File: src/rtl/neuron_mac_stream.sv
// neuron_mac_stream: one fully-connected neuron slot.
//   Weights and bias arrive over a shared config bus. A write is taken only when
//   it targets this instance's layer/neuron ID. The neuron then streams NUM_WEIGHT
//   inputs and accumulates the signed products, with saturation on every add.
//   After the last input it adds the bias, applies linear or ReLU activation and
//   presents a single result.
// Ports:
//   clk, rst                 rising-edge clock, async active-high reset
//   cfg_*                    config bus (write strobe, bias/weight select,
//                            pointer reset, layer/neuron ID, payload);
//                            cfg_err is sticky and reports a write dropped
//                            because the neuron was busy
//   act_relu                 activation select, captured in BIAS
//   in_data/valid/ready      input sample stream
//   out_data/valid/ready     result handshake
module neuron_mac_stream #(
  parameter int LAYER_NO   = 4,
  parameter int NEURON_NO  = 0,
  parameter int NUM_WEIGHT = 10,
  parameter int DATA_W     = 16,
  parameter int FRAC_W     = 8
) (
  input  logic              clk,
  input  logic              rst,
  input  logic              cfg_we,
  input  logic              cfg_is_bias,
  input  logic              cfg_ptr_rst,
  input  logic [31:0]       cfg_layer,
  input  logic [31:0]       cfg_neuron,
  input  logic [31:0]       cfg_data,
  output logic              cfg_err,
  input  logic              act_relu,
  input  logic [DATA_W-1:0] in_data,
  input  logic              in_valid,
  output logic              in_ready,
  output logic [DATA_W-1:0] out_data,
  output logic              out_valid,
  input  logic              out_ready
);
  localparam int AW = 2 * DATA_W;
  localparam int CW = $clog2(NUM_WEIGHT);
  localparam logic [CW-1:0] LAST = CW'(NUM_WEIGHT - 1);
  localparam logic signed [AW-1:0] OMAX = AW'((64'sd1 <<< (DATA_W - 1)) - 1);
  localparam logic signed [AW-1:0] OMIN = -OMAX - 1;

  typedef enum logic [2:0] {ACCUM, DRAIN, BIAS, ACT, OUT} state_t;

  state_t                  state_q, state_d;
  logic [CW-1:0]           cnt_q, cnt_d, wptr_q, wptr_d;
  logic                    drn_q, drn_d;
  logic [1:0]              vld_q, vld_d;
  logic signed [AW-1:0]    acc_q, acc_d, prod_q, prod_d;
  logic [DATA_W-1:0]       bias_q, bias_d, out_data_q, out_data_d;
  logic                    out_valid_q, out_valid_d, err_q, err_d, relu_q, relu_d;
  logic signed [DATA_W-1:0] w_q, x_q;
  logic [DATA_W-1:0]       ram [NUM_WEIGHT];
  logic                    accept, idle, id_hit, wr_en;
  logic signed [AW-1:0]    bias_ext, shifted;
  logic                    unused_cfg;

  assign unused_cfg = ^cfg_data[31:DATA_W];

  // Saturating add: overflow only when both operands share a sign and the sum flips it.
  function automatic logic signed [AW-1:0] sat_add(input logic signed [AW-1:0] a,
                                                   input logic signed [AW-1:0] b);
    logic signed [AW-1:0] s;
    s = a + b;
    if (a[AW-1] == b[AW-1] && s[AW-1] != a[AW-1])
      s = a[AW-1] ? {1'b1, {(AW-1){1'b0}}} : {1'b0, {(AW-1){1'b1}}};
    return s;
  endfunction

  assign in_ready  = (state_q == ACCUM);
  assign out_data  = out_data_q;
  assign out_valid = out_valid_q;
  assign cfg_err   = err_q;
  assign accept    = in_valid & in_ready;
  assign idle      = (state_q == ACCUM) && (cnt_q == '0);
  assign id_hit    = (cfg_layer == 32'(LAYER_NO)) && (cfg_neuron == 32'(NEURON_NO)) &&
                     (cfg_we | cfg_ptr_rst);
  assign bias_ext  = {{(AW-DATA_W){bias_q[DATA_W-1]}}, bias_q} <<< FRAC_W;
  assign shifted   = acc_q >>> FRAC_W;

  always_comb begin
    state_d     = state_q;
    cnt_d       = cnt_q;
    wptr_d      = wptr_q;
    drn_d       = drn_q;
    acc_d       = acc_q;
    prod_d      = prod_q;
    bias_d      = bias_q;
    out_data_d  = out_data_q;
    out_valid_d = out_valid_q;
    err_d       = err_q;
    relu_d      = relu_q;
    wr_en       = 1'b0;
    // Two-stage product pipe: stage 0 = weight read + input latched, stage 1 = product.
    vld_d       = {vld_q[0], accept};

    if (id_hit) begin
      if (!idle)            err_d = 1'b1;
      else if (cfg_ptr_rst) wptr_d = '0;
      else if (cfg_is_bias) bias_d = cfg_data[DATA_W-1:0];
      else begin
        wr_en  = 1'b1;
        wptr_d = (wptr_q == LAST) ? '0 : wptr_q + 1'b1;
      end
    end

    if (vld_q[0]) prod_d = w_q * x_q;
    if (vld_q[1]) acc_d  = sat_add(acc_q, prod_q);

    case (state_q)
      ACCUM: if (accept) begin
        if (cnt_q == LAST) begin
          cnt_d   = '0;
          state_d = DRAIN;
        end else cnt_d = cnt_q + 1'b1;
      end
      DRAIN: begin
        drn_d = ~drn_q;
        if (drn_q) state_d = BIAS;
      end
      BIAS: begin
        acc_d   = sat_add(acc_q, bias_ext);
        relu_d  = act_relu;
        state_d = ACT;
      end
      ACT: begin
        if (shifted > OMAX)      out_data_d = OMAX[DATA_W-1:0];
        else if (shifted < OMIN) out_data_d = OMIN[DATA_W-1:0];
        else                     out_data_d = shifted[DATA_W-1:0];
        if (relu_q && shifted[AW-1]) out_data_d = '0;
        out_valid_d = 1'b1;
        state_d     = OUT;
      end
      OUT: if (out_ready) begin
        out_valid_d = 1'b0;
        acc_d       = '0;
        state_d     = ACCUM;
      end
      default: state_d = ACCUM;
    endcase
  end

  always_ff @(posedge clk or posedge rst) begin
    if (rst) begin
      state_q     <= ACCUM;
      cnt_q       <= '0;
      wptr_q      <= '0;
      drn_q       <= 1'b0;
      vld_q       <= '0;
      acc_q       <= '0;
      prod_q      <= '0;
      bias_q      <= '0;
      out_data_q  <= '0;
      out_valid_q <= 1'b0;
      err_q       <= 1'b0;
      relu_q      <= 1'b0;
    end else begin
      state_q     <= state_d;
      cnt_q       <= cnt_d;
      wptr_q      <= wptr_d;
      drn_q       <= drn_d;
      vld_q       <= vld_d;
      acc_q       <= acc_d;
      prod_q      <= prod_d;
      bias_q      <= bias_d;
      out_data_q  <= out_data_d;
      out_valid_q <= out_valid_d;
      err_q       <= err_d;
      relu_q      <= relu_d;
    end
  end

  // Weight RAM and read-side data registers are not reset; qualified by vld_q.
  always_ff @(posedge clk) begin
    if (wr_en) ram[wptr_q] <= cfg_data[DATA_W-1:0];
    if (accept) begin
      w_q <= ram[cnt_q];
      x_q <= in_data;
    end
  end
endmodule
File: config.mk
export PLATFORM = sky130hd
export DESIGN_NAME = neuron_mac_stream
export DESIGN_NICKNAME = d
export VERILOG_FILES = /design/src/rtl/neuron_mac_stream.sv
export SDC_FILE = /design/constraint.sdc
export NUM_CORES = 1
export LEC_CHECK = 0
export BUFFER_PORTS_ARGS = -buffer_cell sky130_fd_sc_hd__buf_2
export CAP_MARGIN = 25
export CORE_AREA = 2 2 188 226
export CTS_CLUSTER_SIZE = 12
export DETAILED_ROUTE_END_ITERATION = 10
export DIE_AREA = 0 0 190 228
export PLACE_DENSITY_LB_ADDON = 0.08
export SLEW_MARGIN = 40
export SYNTH_ARGS = -nofsm -noshare
export SYNTH_HDL_FRONTEND = slang
export SYNTH_SLANG_ARGS = --single-unit
File: constraint.sdc
create_clock -name clk -period 8.02 [get_ports clk]
set_input_delay 2.005 -clock clk [delete_from_list [all_inputs] [get_ports clk]]
set_output_delay 2.005 -clock clk [all_outputs]
set_load 0.05 [all_outputs]
==> results of run 1 <==
[critical path, cell delays in order (launching register included)]
cell	delay (ns)
edfxtp_1	0.72
and2_1	0.33
fa_1	0.51
inv_1	0.05
fa_1	0.46
fa_1	0.53
inv_1	0.04
ha_1	0.28
fa_1	0.51
fa_1	0.44
ha_1	0.38
a2111oi_0	0.43
o21ai_0	0.28
a31oi_1	0.47
a211oi_1	0.22
o21ai_0	0.32
a31oi_1	0.21
o41ai_1	0.45
nand4b_1	0.17
o311ai_0	0.13
[cell type report]
class	count	area share
Clock inverter	9	0.00468
Tap cell	546	0.0256
Sequential cell	305	0.322
Timing Repair Buffer	144	0.0299
Multi-Input combinational cell	1514	0.536
Clock buffer	51	0.0358
Inverter	333	0.0469
[sequential cells by signal (all words and copies together), names as in the netlist]
| register | count |
|---|---|
| acc_q | 32 |
| x_q | 16 |
| state_q | 3 |
| out_data | 16 |
| out_valid | 1 |
| wptr_q | 4 |
| vld_q | 2 |
| cnt_q | 4 |
| bias_q | 16 |
| w_q | 16 |
| cfg_err | 1 |
| prod_q | 32 |
| drn_q | 1 |
| relu_q | 1 |
| ram | 160 |
[per-stage QoR]
stage               hold WS, ns   util  setup slack [ns]
global placement          0.460  0.618              1.16
detailed placement        0.470  0.620              1.13
CTS                       0.484  0.646              1.07
finish                    0.482  0.646             0.958
global route              0.488  0.646             0.783
floorplan                 0.352      -              1.68
[routing by layer]
metal / up-vias / wire (um) / GRT usage
li1: 7762 / - / -
met1: 8446 / 23100 / 0.354
met2: 349 / 28700 / 0.474
met3: 94 / 1970 / 0.0260
met4: 0 / 1830 / 0.0952
met5: - / 0 / 0
[worst min-delay path by stage]
stage               slack, ns    startpoint      endpoint
finish                   0.48   out_data[1]   out_data[1]
global route             0.49       cfg_err       cfg_err
CTS                      0.48   out_data[3]   out_data[3]
detailed placement       0.47  out_data[10]  out_data[10]
floorplan                0.35      vld_q[0]      vld_q[1]
global placement         0.46   out_data[0]   out_data[0]
[logic make-up (layout without fill, tap and decap cells)]
logic type                 Yosys count  in the layout  synth area share
and+or+nand+nor                    564            564             0.112
buffers and inverters              412            537            0.0646
adders and majority gates          401            401             0.287
AOI/OAI and AO/OA                  387            387             0.102
DFF                                305            305             0.352
muxes                               87             87            0.0540
xor gates and xnor gates            75             75            0.0269
[synth_stat cells (8+ instances only)]
master | count | area (um^2)
mux2i_1 | 18 | 180
o21bai_1 | 9 | 67.6
nor3_1 | 22 | 110
nand2b_1 | 16 | 100
mux2_2 | 37 | 417
and2_1 | 115 | 719
o21ai_1 | 11 | 55.1
a21oi_1 | 91 | 455
nor4_1 | 23 | 144
nand4_1 | 8 | 50.1
nor2_1 | 100 | 375
o21a_1 | 19 | 143
o211ai_1 | 9 | 67.6
ha_1 | 136 | 1700
nand3_1 | 16 | 80.1
inv_1 | 332 | 1250
xor2_1 | 22 | 193
edfxtp_1 | 192 | 5770
a211oi_1 | 37 | 278
clkbuf_1 | 69 | 259
fa_1 | 265 | 5310
o221ai_1 | 20 | 175
and3_1 | 10 | 62.6
a31oi_1 | 9 | 56.3
nor2b_1 | 26 | 163
o31ai_1 | 9 | 67.6
nand2_1 | 207 | 777
xnor2_1 | 53 | 464
dfrtp_1 | 113 | 2830
mux4_2 | 32 | 721
o21ai_0 | 93 | 465
a21o_1 | 40 | 300
==> impl_metrics.env, run 1 <==
export IMPL_grt_overflow=0
export IMPL_grt_max_degree=73
export IMPL_worst_setup_path_end_kind="flop"
export IMPL_dr_pass1_iters=5
export IMPL_yosys_warnings=0
export IMPL_layout_min_cycle_time_ns=7.06
export IMPL_synthesis_area_um2=24400
export IMPL_cts_sinks=305
export IMPL_drive_gt1_frac=0.118
export IMPL_crit_type="flop to flop"
export IMPL_synth_seq_area_share=0.352
export IMPL_h_tree_depth=2
export IMPL_final_common_cell="inv_1"
export IMPL_synth_nets=2752
export IMPL_clock_skew_ns=0.0146
export IMPL_post_cts_buffers=0
export IMPL_crit_start="w_q[5]"
export IMPL_port_buffers=122
export IMPL_dp_final_hpwl_um=42300
export IMPL_antennaDiodeCount=0
export IMPL_ff2ff_setup_slack_ns=0.96
export IMPL_finalSetupViolCount=0
export IMPL_cp_required_ns=8.47
export IMPL_placed_area_um2=25600
export IMPL_maxSlewViolCount=0
export IMPL_place_gp_congestion=0.903
export IMPL_setup_tns_ns=0
export IMPL_ios=139
export IMPL_arrival_ns=7.51
export IMPL_r2r_start="w_q[5]"
export IMPL_ff_latch_area_um2=8590
export IMPL_clock_latency_ns=0.57
export IMPL_synthCells=2231
export IMPL_ff2ff_path_depth=19
export IMPL_stdcell_count=2902
export IMPL_nFillCells=3266
export IMPL_layout_common_cells="inv_1, fa_1, nand2_1"
export IMPL_reg2reg_to="prod_q[31]"
export IMPL_grt_pass1_wl_um=92500
export IMPL_routed_wl_um=55600
export IMPL_dp_cells=2842
export IMPL_dieArea_um2=43300
export IMPL_clk_pin_slew_ns=0.06
export IMPL_rsz0062_at_grt="no"
export IMPL_ys_seq_elements=305
export IMPL_design_area_um2=26700
export IMPL_synth_edf_count=192
export IMPL_cts_hold_buffers_added=0
export IMPL_start_util=0.590
export IMPL_status="completed"
export IMPL_ant_nets=0
export IMPL_die_w_um=190
export IMPL_rows=82
export IMPL_wl_per_cell_um=19.1
export IMPL_drc=0
export IMPL_grt_use_total=0.271
export IMPL_core_area_um2=41300
export IMPL_finalHoldViolations=0
export IMPL_area_growth_pct=9.61
export IMPL_slew_headroom=0.402
export IMPL_die_h_um=228
export IMPL_fmaxAchievable_mhz=142
export IMPL_avgSynthCellArea_um2=10.9
export IMPL_tightestPinTransition_ns=0.897
export IMPL_hold_path_depth=2
export IMPL_synth_ff_type="edfxtp_1"
export IMPL_num_vias=16651
export IMPL_root_buffer="clkbuf_16"
export IMPL_start_kind="flop"
export IMPL_nets=2853
export IMPL_cap_violations=0
export IMPL_drtIter0Drc=839
export IMPL_min_path_type="flop to flop"
export IMPL_async_reset_ff_frac=0.370
export IMPL_finalCritPeriodShare=0.880
export IMPL_crit_end="prod_q[31]"
export IMPL_cts_resized=0
export IMPL_cts_tree="yes"
export IMPL_multi_input_area_um2=14300
export IMPL_grt_pass1_vias=17872
export IMPL_ys_types=67
export IMPL_vias_per_cell=5.74
export IMPL_critical_path_max_fanout=16
export IMPL_antenna_found_initial=0
export IMPL_cts_buffers=34
export IMPL_clock_path_buffers=3
Power of run 1 is not shown: default switching activity piles up to over one toggle a cycle in this logic, so the estimate is an artifact.
==> run 2, diff against run 1 <==
--- a/config.mk
+++ b/config.mk
@@ -11,6 +11,7 @@
 export CTS_CLUSTER_SIZE = 12
 export DETAILED_ROUTE_END_ITERATION = 10
 export DIE_AREA = 0 0 190 228
+export GPL_TIMING_DRIVEN = 0
 export PLACE_DENSITY_LB_ADDON = 0.08
 export SLEW_MARGIN = 40
 export SYNTH_ARGS = -nofsm -noshare
==> constraint.sdc (replaced) <==
create_clock -name clk -period 8.02 [get_ports clk]
set_input_delay 2.005 -clock clk [delete_from_list [all_inputs] [get_ports clk]]
set_output_delay 2.005 -clock clk [all_outputs]
set_load 0.01 [all_outputs]
==> impl_metrics.env, run 2 (synthesis results as in run 1) <==
export IMPL_area_growth_pct=10.7
export IMPL_cts_buffers=35
export IMPL_tightestPinTransition_ns=0.705
export IMPL_clock_path_buffers=3
export IMPL_hold_start="vld_q[0]"
export IMPL_layout_min_cycle_time_ns=7.34
export IMPL_layout_common_cells="inv_1, fa_1, nand2_1"
export IMPL_wl_per_cell_um=20.4
export IMPL_cts_tree="yes"
export IMPL_ff2ff_setup_slack_ns=0.68
export IMPL_num_vias=17246
export IMPL_finalSetupViolCount=0
export IMPL_reg2reg_to="prod_q[30]"
export IMPL_cp_required_ns=8.45
export IMPL_slowest_delay_ns=0.74
export IMPL_port_buffers=122
export IMPL_finalCritPeriodShare=0.916
export IMPL_multi_input_area_um2=14300
export IMPL_drc=0
export IMPL_status="completed"
export IMPL_top_register="ram"
export IMPL_ios=139
export IMPL_post_cts_buffers=0
export IMPL_rsz0062_at_grt="no"
export IMPL_die_w_um=190
export IMPL_start_kind="flop"
export IMPL_hold_path_depth=0
export IMPL_dp_final_hpwl_um=49000
export IMPL_setup_tns_ns=0
export IMPL_rows=82
export IMPL_holdPathEnd="vld_q[1]"
export IMPL_start_util=0.590
export IMPL_critical_path_max_fanout=10
export IMPL_cts_sinks=305
export IMPL_h_tree_depth=2
export IMPL_ff2ff_path_depth=21
export IMPL_arrival_ns=7.78
export IMPL_dr_pass1_iters=5
export IMPL_cap_violations=0
export IMPL_cts_resized=0
export IMPL_grt_pass1_vias=18327
export IMPL_grt_overflow=0
export IMPL_routed_wl_um=61000
export IMPL_top_regs="ram x160, acc_q x32, prod_q x32"
export IMPL_clock_skew_ns=0.0171
export IMPL_place_gp_congestion=0.924
export IMPL_vias_per_cell=5.79
export IMPL_drtIter0Drc=985
export IMPL_die_h_um=228
export IMPL_grt_use_total=0.297
export IMPL_slew_headroom=0.523
export IMPL_antenna_found_initial=0
export IMPL_cts_hold_buffers_added=0
export IMPL_r2r_start="w_q[15]"
export IMPL_finalHoldViolations=0
export IMPL_final_common_cell="inv_1"
export IMPL_ff_latch_area_um2=8590
export IMPL_largest_reg_flops=160
export IMPL_core_area_um2=41300
export IMPL_maxSlewViolCount=0
export IMPL_grt_pass1_wl_um=99100
export IMPL_antennaDiodeCount=0
export IMPL_root_buffer="clkbuf_16"
export IMPL_worst_setup_path_end_kind="flop"
export IMPL_min_path_type="flop to flop"
export IMPL_fmaxAchievable_mhz=136
export IMPL_grt_max_degree=67
export IMPL_clk_pin_slew_ns=0.06
export IMPL_crit_path_top_delay_cell="fa_1"
export IMPL_cpMostUsedCell="fa_1"
export IMPL_ant_nets=0
export IMPL_clock_latency_ns=0.56
export IMPL_nFillCells=3288
export IMPL_cp_cell_sequence="clkbuf_1, nand2_1, fa_1, inv_1, fa_1, inv_1, fa_1, fa_1, fa_1, fa_1, inv_1, ha_1, a21oi_1, nor2b_1, o21a_1, a311oi_1, o21ai_0, a221o_1, a21oi_1, xnor2_1, mux2_2"
export IMPL_dieArea_um2=43300
export IMPL_crit_type="flop to flop"
export IMPL_drive_gt1_frac=0.118
export IMPL_nets=2930
run 2: changes by cell type in the layout (fill, tap and decap cells not counted), moves of 3 or more:
cell      previous run  this run
clkbuf_1            14        80
buf_2              122       137
buf_4               18         6
nor3_2               0         4
nor3_4               4         0
buf_1                0         3
run 2: how the worst max path moves through the flow:
stage / start / to / cells past startpoint
finish: w_q[15] / prod_q[30] / 21
global route: w_q[7] / prod_q[31] / 23
CTS: w_q[15] / prod_q[30] / 21
detailed placement: w_q[15] / prod_q[30] / 21
global placement: w_q[15] / prod_q[30] / 21
floorplan: w_q[15] / prod_q[30] / 22
run 2: routing by layer:
| layer | wire [um] | share of wire | up-vias | global-route usage |
|---|---|---|---|---|
| li1 | - | - | 7902 | - |
| met3 | 3080 | 0.051 | 133 | 0.0368 |
| met4 | 2710 | 0.044 | 0 | 0.119 |
| met5 | 0 | 0 | - | 0 |
| met1 | 24200 | 0.40 | 8632 | 0.376 |
| met2 | 31000 | 0.51 | 579 | 0.519 |
run 2: cell type report:
type / count / area share
Inverter: 333 / 0.0466
Clock buffer: 50 / 0.0353
Buffer: 79 / 0.0123
Clock inverter: 13 / 0.00538
Multi-Input combinational cell: 1514 / 0.529
Tap cell: 546 / 0.0253
Sequential cell: 305 / 0.318
Timing Repair Buffer: 141 / 0.0280
run 2: stage by stage:
step | cells | hold WS, ns | setup WS [ns] | util | cell area, um^2
6_report | 2981 | 0.380 | 0.675 | 0.653 | 27000
5_1_grt | 2981 | 0.411 | 0.264 | 0.653 | 27000
4_1_cts | 2981 | 0.388 | 0.615 | 0.653 | 27000
3_5_place_dp | 2918 | 0.362 | 0.650 | 0.626 | 25900
3_3_place_gp | 2899 | 0.358 | 0.731 | 0.621 | 25700
2_1_floorplan | 2231 | 0.352 | 1.68 | - | 24400
run 2: critical path: cells and delay by family, from the launching register on:
family,cells,cell delay (ns)
adder cells (fa/ha/maj),7,3.67
flip-flops,1,0.58
buffers and inverters,4,0.84
AND/OR/NAND/NOR,2,0.28
AO/OA/AOI/OAI,6,1.43
XOR/XNOR,1,0.14
multiplexers,1,0.28
Power of run 2 is left out for the same reason.
==> run 3, diff against run 2 <==
--- a/config.mk
+++ b/config.mk
@@ -7,10 +7,10 @@
 export LEC_CHECK = 0
 export BUFFER_PORTS_ARGS = -buffer_cell sky130_fd_sc_hd__buf_2
 export CAP_MARGIN = 25
-export CORE_AREA = 2 2 188 226
+export CORE_AREA = 2 2 205 247
 export CTS_CLUSTER_SIZE = 12
 export DETAILED_ROUTE_END_ITERATION = 10
-export DIE_AREA = 0 0 190 228
+export DIE_AREA = 0 0 207 249
 export GPL_TIMING_DRIVEN = 0
 export PLACE_DENSITY_LB_ADDON = 0.08
 export SLEW_MARGIN = 40
==> impl_metrics.env, run 3 (synthesis results as in run 1) <==
export IMPL_status="completed"
export IMPL_dp_final_hpwl_um=49800
export IMPL_grt_pass1_vias=18234
export IMPL_layout_common_cells="inv_1, fa_1, nand2_1"
export IMPL_crit_type="flop to flop"
export IMPL_cap_violations=0
export IMPL_r2r_start="w_q[7]"
export IMPL_clock_skew_ns=0.0264
export IMPL_finalCritPeriodShare=0.935
export IMPL_cts_buffers=35
export IMPL_die_w_um=207
export IMPL_start_util=0.498
export IMPL_port_buffers=122
export IMPL_cts_hold_buffers_added=0
export IMPL_cts_resized=0
export IMPL_largest_reg_flops=160
export IMPL_nets=2933
export IMPL_slew_headroom=0.498
export IMPL_final_common_cell="inv_1"
export IMPL_dieArea_um2=51500
export IMPL_fin_util=0.553
export IMPL_setup_tns_ns=0
export IMPL_root_buffer="clkbuf_16"
export IMPL_h_tree_depth=2
export IMPL_nFillCells=4319
export IMPL_grt_use_total=0.248
export IMPL_cp_required_ns=8.45
export IMPL_wl_per_cell_um=20.1
export IMPL_place_gp_congestion=0.916
export IMPL_rows=89
export IMPL_hold_path_depth=0
export IMPL_start_kind="flop"
export IMPL_ant_nets=0
export IMPL_layout_min_cycle_time_ns=7.50
export IMPL_dr_pass1_iters=5
export IMPL_maxSlewViolCount=0
export IMPL_drtIter0Drc=805
export IMPL_clock_path_buffers=3
export IMPL_routed_wl_um=61900
export IMPL_top_register="ram"
export IMPL_multi_input_area_um2=14300
export IMPL_antenna_found_initial=0
export IMPL_holdPathEnd="vld_q[1]"
export IMPL_design_area_um2=27100
export IMPL_ios=139
export IMPL_cts_tree="yes"
export IMPL_area_growth_pct=11.2
export IMPL_ff2ff_path_depth=23
export IMPL_worst_setup_path_end_kind="flop"
export IMPL_ff2ff_setup_slack_ns=0.52
export IMPL_finalHoldViolations=0
export IMPL_critical_path_max_fanout=10
export IMPL_vias_per_cell=5.50
export IMPL_fmaxAchievable_mhz=133
export IMPL_reg2reg_to="prod_q[31]"
export IMPL_top_regs="ram x160, acc_q x32, prod_q x32"
export IMPL_clk_pin_slew_ns=0.06
export IMPL_num_vias=16916
export IMPL_rsz0062_at_grt="no"
export IMPL_ff_latch_area_um2=8590
export IMPL_drc=0
export IMPL_cts_sinks=305
export IMPL_finalSetupViolCount=0
export IMPL_drive_gt1_frac=0.118
export IMPL_placed_area_um2=26000
export IMPL_post_cts_buffers=0
export IMPL_clock_latency_ns=0.57
export IMPL_hold_start="vld_q[0]"
export IMPL_grt_overflow=0
export IMPL_min_path_type="flop to flop"
export IMPL_core_area_um2=49000
export IMPL_grt_pass1_wl_um=100000
export IMPL_die_h_um=249
export IMPL_arrival_ns=7.93
export IMPL_tightestPinTransition_ns=0.753
export IMPL_grt_max_degree=72
run 3: cell types whose count changed in the layout (fill, tap and decap cells not counted):
| cell | change |
|---|---|
| buf_2 | +3 |
| clkinv_1 | +3 |
| buf_4 | -1 |
| clkbuf_1 | -1 |
| clkbuf_2 | +1 |
| clkinv_2 | -1 |
| clkinv_4 | +1 |
| clkinvlp_4 | -1 |
| diode_2 | +1 |
| inv_4 | -1 |
| inv_6 | -1 |
run 3: final cells by class:
type | count | area share
multi-input combinational | 1514 | 0.526
sequential | 305 | 0.317
inverter | 333 | 0.0464
clock buffer | 49 | 0.0350
tap | 637 | 0.0294
timing repair buffer | 144 | 0.0283
buffer | 79 | 0.0122
clock inverter | 13 | 0.00508
antenna | 1 | 0.0000923
run 3: worst max-delay path by stage:
stage | to | depth (start not counted) | start | slack (ns)
2_1_floorplan | prod_q[30] | 22 | w_q[15] | 1.68
3_3_place_gp | prod_q[30] | 21 | w_q[15] | 0.67
3_5_place_dp | prod_q[30] | 21 | w_q[15] | 0.65
4_1_cts | prod_q[30] | 21 | w_q[15] | 0.58
5_1_grt | prod_q[31] | 23 | w_q[7] | 0.23
6_report | prod_q[31] | 23 | w_q[7] | 0.52
run 3: critical path, cell delays in order, from the launching register on:
cell      delay, ns
edfxtp_1       0.71
clkbuf_1       0.52
nand2_1        0.16
fa_1           0.56
inv_1          0.05
fa_1           0.49
inv_1          0.05
fa_1           0.54
inv_1          0.06
fa_1           0.50
fa_1           0.53
inv_1          0.06
fa_1           0.48
inv_1          0.04
ha_1           0.33
a21oi_1        0.14
o21ai_0        0.11
a31oi_1        0.43
a211oi_1       0.25
o21ai_0        0.29
a31oi_1        0.22
o41ai_1        0.52
nand4b_1       0.18
o311ai_0       0.14
run 3: metrics by stage:
stage,std cells,hold WS (ns),setup WS [ns]
after floorplan,2231,0.352,1.68
after global placement,2990,0.359,0.668
after detailed placement,3012,0.364,0.645
after CTS,3074,0.415,0.578
after global routing,3074,0.423,0.227
final,3075,0.404,0.520
run 3: metal layers:
| metal | up-vias | GRT usage | share of wire |
|---|---|---|---|
| li1 | 7919 | - | - |
| met1 | 8439 | 0.309 | 0.40 |
| met2 | 426 | 0.428 | 0.50 |
| met3 | 132 | 0.0334 | 0.046 |
| met4 | 0 | 0.120 | 0.051 |
| met5 | - | 0 | 0 |
Power of run 3 is left out for the same reason.
